File: src/rtl/card_hand_datapath.sv
// Card-hand datapath: answers the round controller's one-hot load strobes with cards,
// holds both hands, scores them and flags out-of-order loads.
module card_hand_datapath #(
  parameter int CARD_SEED = 1
) (
  input  logic       slow_clock,
  input  logic       resetb,
  input  logic       load_pcard1,
  input  logic       load_pcard2,
  input  logic       load_pcard3,
  input  logic       load_dcard1,
  input  logic       load_dcard2,
  input  logic       load_dcard3,
  input  logic       force_en,
  input  logic [3:0] force_card,
  output logic [3:0] pcard1,
  output logic [3:0] pcard2,
  output logic [3:0] pcard3,
  output logic [3:0] dcard1,
  output logic [3:0] dcard2,
  output logic [3:0] dcard3,
  output logic [3:0] pscore,
  output logic [3:0] dscore,
  output logic       seq_error
);

  typedef enum logic [2:0] {IDLE, P1, D1, P2, D2, P3, DONE} phase_t;

  // Slot order: 0=pcard1 1=dcard1 2=pcard2 3=dcard2 4=pcard3 5=dcard3 (deal order).
  logic [3:0] slot_q [6];
  logic [3:0] slot_d [6];
  logic [3:0] gen_q, gen_d;
  logic       err_q, err_d;
  phase_t     phase_q, phase_d;

  logic [5:0] ld;
  logic [3:0] card;
  logic       card_ok;
  logic       legal;
  logic       capture;

  assign ld      = {load_dcard3, load_pcard3, load_dcard2, load_pcard2, load_dcard1, load_pcard1};
  assign card    = force_en ? force_card : gen_q;
  assign card_ok = (card >= 4'd1) && (card <= 4'd13);

  // State register for the deal tracker.
  always_ff @(posedge slow_clock or negedge resetb) begin
    if (!resetb) phase_q <= IDLE;
    else         phase_q <= phase_d;
  end

  always_ff @(posedge slow_clock or negedge resetb) begin
    if (!resetb) begin
      gen_q <= 4'(CARD_SEED);
      err_q <= 1'b0;
      for (int i = 0; i < 6; i++) slot_q[i] <= 4'd0;
    end else begin
      gen_q <= gen_d;
      err_q <= err_d;
      for (int i = 0; i < 6; i++) slot_q[i] <= slot_d[i];
    end
  end

  // Next-state: legality of the single strobe against the phase of the last card.
  always_comb begin
    legal   = 1'b0;
    phase_d = phase_q;
    unique case (ld)
      6'b000001: begin legal = 1'b1;                            phase_d = P1;   end
      6'b000010: begin legal = (phase_q == P1);                 phase_d = D1;   end
      6'b000100: begin legal = (phase_q == D1);                 phase_d = P2;   end
      6'b001000: begin legal = (phase_q == P2);                 phase_d = D2;   end
      6'b010000: begin legal = (phase_q == D2);                 phase_d = P3;   end
      6'b100000: begin legal = (phase_q == D2) || (phase_q == P3); phase_d = DONE; end
      default:   begin legal = 1'b0;                            phase_d = phase_q; end
    endcase
    capture = legal && card_ok;
    if (!capture) phase_d = phase_q;

    gen_d = (gen_q == 4'd13) ? 4'd1 : gen_q + 4'd1;
    err_d = err_q | ((|ld) && !capture);

    for (int i = 0; i < 6; i++) begin
      slot_d[i] = slot_q[i];
      // A restart empties every slot in the same edge it writes pcard1.
      if (capture && ld[0]) slot_d[i] = 4'd0;
      if (capture && ld[i]) slot_d[i] = card;
    end
  end

  function automatic logic [4:0] card_val(input logic [3:0] c);
    return (c <= 4'd9) ? {1'b0, c} : 5'd0;
  endfunction

  function automatic logic [3:0] mod10(input logic [4:0] s);
    if (s >= 5'd20)      return 4'(s - 5'd20);
    else if (s >= 5'd10) return 4'(s - 5'd10);
    else                 return s[3:0];
  endfunction

  logic [4:0] psum, dsum;

  always_comb begin
    psum      = card_val(slot_q[0]) + card_val(slot_q[2]) + card_val(slot_q[4]);
    dsum      = card_val(slot_q[1]) + card_val(slot_q[3]) + card_val(slot_q[5]);
    pscore    = mod10(psum);
    dscore    = mod10(dsum);
    pcard1    = slot_q[0];
    dcard1    = slot_q[1];
    pcard2    = slot_q[2];
    dcard2    = slot_q[3];
    pcard3    = slot_q[4];
    dcard3    = slot_q[5];
    seq_error = err_q;
  end

endmodule

File: config.mk
export PLATFORM = sky130hd
export DESIGN_NAME = card_hand_datapath
export DESIGN_NICKNAME = d
export VERILOG_FILES = /design/src/rtl/card_hand_datapath.sv
export SDC_FILE = /design/constraint.sdc
export NUM_CORES = 1
export LEC_CHECK = 0
export CAP_MARGIN = 30
export CORE_MARGIN = 8
export CORE_UTILIZATION = 55
export CTS_BUF_LIST = sky130_fd_sc_hd__clkbuf_2 sky130_fd_sc_hd__clkbuf_4 sky130_fd_sc_hd__clkbuf_8
export CTS_CLUSTER_DIAMETER = 40
export CTS_CLUSTER_SIZE = 40
export DETAILED_ROUTE_END_ITERATION = 7
export DONT_BUFFER_PORTS = 1
export PLACE_DENSITY_LB_ADDON = 0.08
export SLEW_MARGIN = 30
export SYNTH_ARGS = -nofsm -noshare
export SYNTH_HDL_FRONTEND = slang
export SYNTH_SLANG_ARGS = --single-unit
export TNS_END_PERCENT = 30
File: constraint.sdc
create_clock -name slow_clock -period 4.7 [get_ports slow_clock]
set_input_delay 1.41 -clock slow_clock [delete_from_list [all_inputs] [get_ports slow_clock]]
set_output_delay 1.41 -clock slow_clock [all_outputs]
set_load 0.02 [all_outputs]
======== After elaboration in Yosys (flattened, before gate mapping) ========
Index checks and enable logic that the tools add are counted.
word-level totals
  bits in registers ....................... 32
  output and inout bits ................... 33
operators by class
  add/sub/neg operators ................... 9
  order comparisons ....................... 12
  eq/ne operators ......................... 12
  mux-type cells .......................... 20
  bitwise gates (word level) .............. 1
  reduce and logical (&&, ||, !) cells .... 19
operators with widths
  kind                                                   number
  two-way mux 4 bit                                      18
  less-or-equal comparator 4 bit, second input constant  7
  case mux 3 bit (6 select lines)                        1
  adder 4 x 4 -> 5 bit                                   2
  adder 5 x 4 -> 5 bit                                   2
  >= comparator 5 x 4 -> 1 bit, second input constant    2
  >= comparator 5 bit, second input constant             2
  nonzero test 2 bit                                     5
  logical AND 1 bit                                      9
  subtractor 4 x 3 -> 4 bit, second input constant       2
  subtractor 4 bit, second input constant                2
  equality test 3 x 2 -> 1 bit, second input constant    2
  equality test 3 bit, second input constant             2
  equality test 6 x 1 -> 1 bit, second input constant    1
  equality test 6 x 2 -> 1 bit, second input constant    1
  equality test 6 x 3 -> 1 bit, second input constant    1
  equality test 6 x 4 -> 1 bit, second input constant    1
  equality test 6 x 5 -> 1 bit, second input constant    1
  equality test 6 bit, second input constant             1
  case mux 1 bit (6 select lines)                        1
  nonzero test 6 bit                                     1
  OR reduction 6 bit                                     1
  adder 4 x 1 -> 4 bit, second input constant            1
  equality test 4 bit, second input constant             1
  other kinds (6)                                        6

======== Logic depth before layout (Yosys ltp) ========
  word-level depth ........................ 7
  gate-level depth with buffers ........... 13
  depth with buffers taken out ............ 13

======== Worst setup path before layout ========
No wires, ideal clock.
  path kind ............................... register to output
  start point ............................. register slot_q, in the netlist dcard1[3]
  end point ............................... output port dscore[1]
  arrival ................................. 3168 ps
  path slack .............................. 122 ps
  stages on the path, launching flop included .. 13
  path through ............................ dfrtp_1 o21ai_0 and2_1 fa_1 ha_1 fa_1 inv_1 ha_1 nand2b_1 a21oi_1 a211oi_1 a22oi_1 xnor2_1
on the way
  word-level cells in the longest chain between the ends .. 7
RTL lines
  what                                                                     line  text
  start: declaration                                                       30    logic [3:0] slot_q [6];
  less-or-equal comparator 4 bit                                           92    return (c <= 4'd9) ? {1'b0, c} : 5'd0;
  two-way mux 4 bit (*)                                                    92
  adder 4 x 4 -> 5 bit (*)                                                 105   dsum = card_val(slot_q[1]) + card_val(slot_q[3]) + card_val(slot_q[5]);
  adder 5 x 4 -> 5 bit (*)                                                 105
  subtractor 4 bit / >= comparator 5 x 4 -> 1 bit (equally long branches)  97    else if (s >= 5'd10) return 4'(s - 5'd10);
  two-way mux 4 bit                                                        97
  two-way mux 4 bit (*)                                                    96    if (s >= 5'd20) return 4'(s - 5'd20);
  end: declaration                                                         23    output logic [3:0] dscore,
Every way passes the cells marked *; elsewhere a longest branch is shown, timed or not.

======== Worst setup path after layout ========
  start point ............................. register slot_q, in the netlist dcard2[1]
  end point ............................... output port dscore[2]
The elaborated chain is that of the path after synthesis.

==> impl_metrics.ini <==
[status]
outcome = finished, violations left
failed_checks = setup timing

[synthesis]
synth_top_cell_area_share_pct = 31.6
async_flop_share_pct = 100
yosys-top-cells-count = dfrtp_1, inv_1, o21ai_0, nor2_1
synth_area_leader_cell = dfrtp_1
syn_inst = 253
synth-edff-count = 0
yosysMostFrequentCell = dfrtp_1
synth_area_um2 = 2450
synth-seq-cells = 32
ys.flop_type = dfrtp_1
synth_area_leaders = dfrtp_1, fa_1, ha_1, a22o_1, o21ai_0
ys_types = 49
synth_seq_area_share_pct = 32.7
postSynthAreaPerCell_um2 = 9.69
yosysWarningCount = 0
syn_nets = 288

[grt]
grt_use_total_pct = 18.3
grt_first_pass_wirelength_mm = 9.83
grt_overflow = 0
grt_max_degree = 33
antenna_found_initial = 0
grt_pass1_vias = 2101

[final_layout]
drive_gt1_share_pct = 38.1
area_growth_pct = 28.9
stdcell_count = 351
post-route-util_pct = 73.1
design_area_um2 = 3160
nets = 334
fill_cells = 329
diodes = 0

[floorplan]
coreArea_um2 = 4320
die_w_um = 82.8
row_count = 24
dieArea_um2 = 6850
die_y_um = 82.8
start_util_pct = 56.7
io_pins = 46

[setup_path]
crit_type = reg2out
rr_worst_depth = 5
startpoint_type = register
rrSetupSlack_ps = 2700
critPathArrivalTime_ps = 3310
rr_endpoint = dcard1[0]
cp_max_fo = 4
required_ps = 3290
critical_path.reg2reg.startpoint = phase_q[2]
cp-end-kind = primary output

[power]
p_total_mw = 1.49
p_leak_nw = 1.40
power_per_cell_area_nw_per_um2 = 470
irDropWorstVdd_uv = 212

[hold_path]
whs_path_depth = 1
hp-class = reg2reg
hold_end = gen_q[0]
min_from = gen_q[0]

[sta]
fin_crit_ps = 4720
setup_viol = 2
setup_tns_ps = -36.9
setup_slack_ps = -20.9
max-slew-margin-rel_pct = 67.9
hold_violations = 0
hold_ws_ps = 511
skew_ps = 2.54
rsz0062_at_grt = true
tightest_slew_ps = 480
finalMaxSlewViolations = 0
timing.fmax_ghz = 0.212
fin_crit_sh_pct = 100

[clocking]
clockBufferDepth = 2
cts_tree = done
clk_latency_ps = 280
cts_root_buf = clkbuf_8
htree_levels = 2
cts_buffers = 5
path_clk_slew_ps = 60
cts_hold_buf = 0
clkSinkCount = 32

[route]
wirelength_mm = 6.40
ant_nets = 0
drt-wirelength-per-cell_um = 18.2
drc = 0
drtIter0Drc = 102
via_count = 2153
dr.pass1.iters = 4
viasPerCell = 6.13

[place]
placed_area_um2 = 2680
dp_cells = 324
dpl.hpwl_mm = 4.50
port_buffers = 0
place_congestion = 0.848
place_ws_ps = 113

[run]
drv_cap = 0
[power breakdown]
| group | internal (mW) | switching, mW | leakage (nW) | total (mW) |
|---|---|---|---|---|
| clock | 0.106 | 0.0970 | 0.0445 | 0.203 |
| sequential | 0.312 | 0.0449 | 0.394 | 0.357 |
| combinational | 0.434 | 0.491 | 0.956 | 0.925 |
| total | 0.853 | 0.633 | 1.40 | 1.49 |
[cell families (layout without fill, tap and decap cells)]
family / after synthesis / count (layout) / share of synthesized area [%]
fa+ha+maj: 22 / 22 / 14.3
flops: 32 / 32 / 32.7
xor+xnor: 7 / 7 / 2.50
simple gates: 80 / 80 / 18.7
compound gates: 76 / 76 / 22.6
buf+inv: 25 / 71 / 4.18
mux: 11 / 11 / 5.05
[critical path: stages, from the launching register on]
cell	delay, ps
dfrtp_1	420
nor2b_4	150
fa_1	510
ha_4	190
fa_2	420
xor2_2	220
inv_1	70
ha_2	170
nor3b_4	150
nor3_2	180
inv_2	70
and3_4	150
a211o_4	340
[how the worst max path moves through the flow]
stage	slack, ps	to	depth (start not counted)	startpoint
floorplan	120	dscore[1]	12	dcard1[3]
detailed placement	110	dscore[2]	12	dcard1[3]
global route	-160	dscore[2]	12	dcard2[1]
CTS	-10	pscore[2]	12	pcard3[3]
finish	-20	dscore[2]	12	dcard2[1]
global placement	150	pscore[1]	12	pcard2[1]
[state kept, by name, summed over array words and instances (netlist names)]
signal,count
dcard3,4
dcard2,4
gen_q,4
pcard1,4
seq_error,1
pcard3,4
pcard2,4
dcard1,4
phase_q,3
[layer usage]
layer	vias up	track usage (%)	wire length [um]
met2	62	30.5	3210
met5	-	0	0
li1	1029	-	-
met1	1048	22.3	2610
met3	14	4.74	456
met4	0	6.38	130
[final cells by class]
class	count	area (um^2)	share of cell area (%)
Timing Repair Buffer	46	349	11.0
Inverter	18	67.6	2.14
Clock buffer	6	76.3	2.41
Multi-Input combinational cell	196	1790	56.7
Clock inverter	1	5.00	0.158
Sequential cell	32	806	25.5
Tap cell	52	65.1	2.06
[what timing repair did]
action	CTS	global route
pin swaps	9	23
setup endpoints to repair	5	6
buffers inserted	9	11
gates cloned	0	0
resized for setup	24	41
[layout by cell type (no fill, tap or decap), types with 5 or more instances in the layout]
cell type,synthesis,routed
a21oi_1,11,10
nand2b_1,8,5
dfrtp_1,31,28
nor2b_1,10,7
o21ai_0,18,13
nand3_1,5,5
nor2_1,15,15
buf_4,1,45
a32o_1,8,8
nand2_1,8,8
inv_2,0,6
ha_4,0,5
a22o_1,12,12
clkbuf_8,0,5
fa_1,10,6
mux2i_1,6,6
inv_1,18,12
No activity file was read; power rests on OpenSTA's default activity.
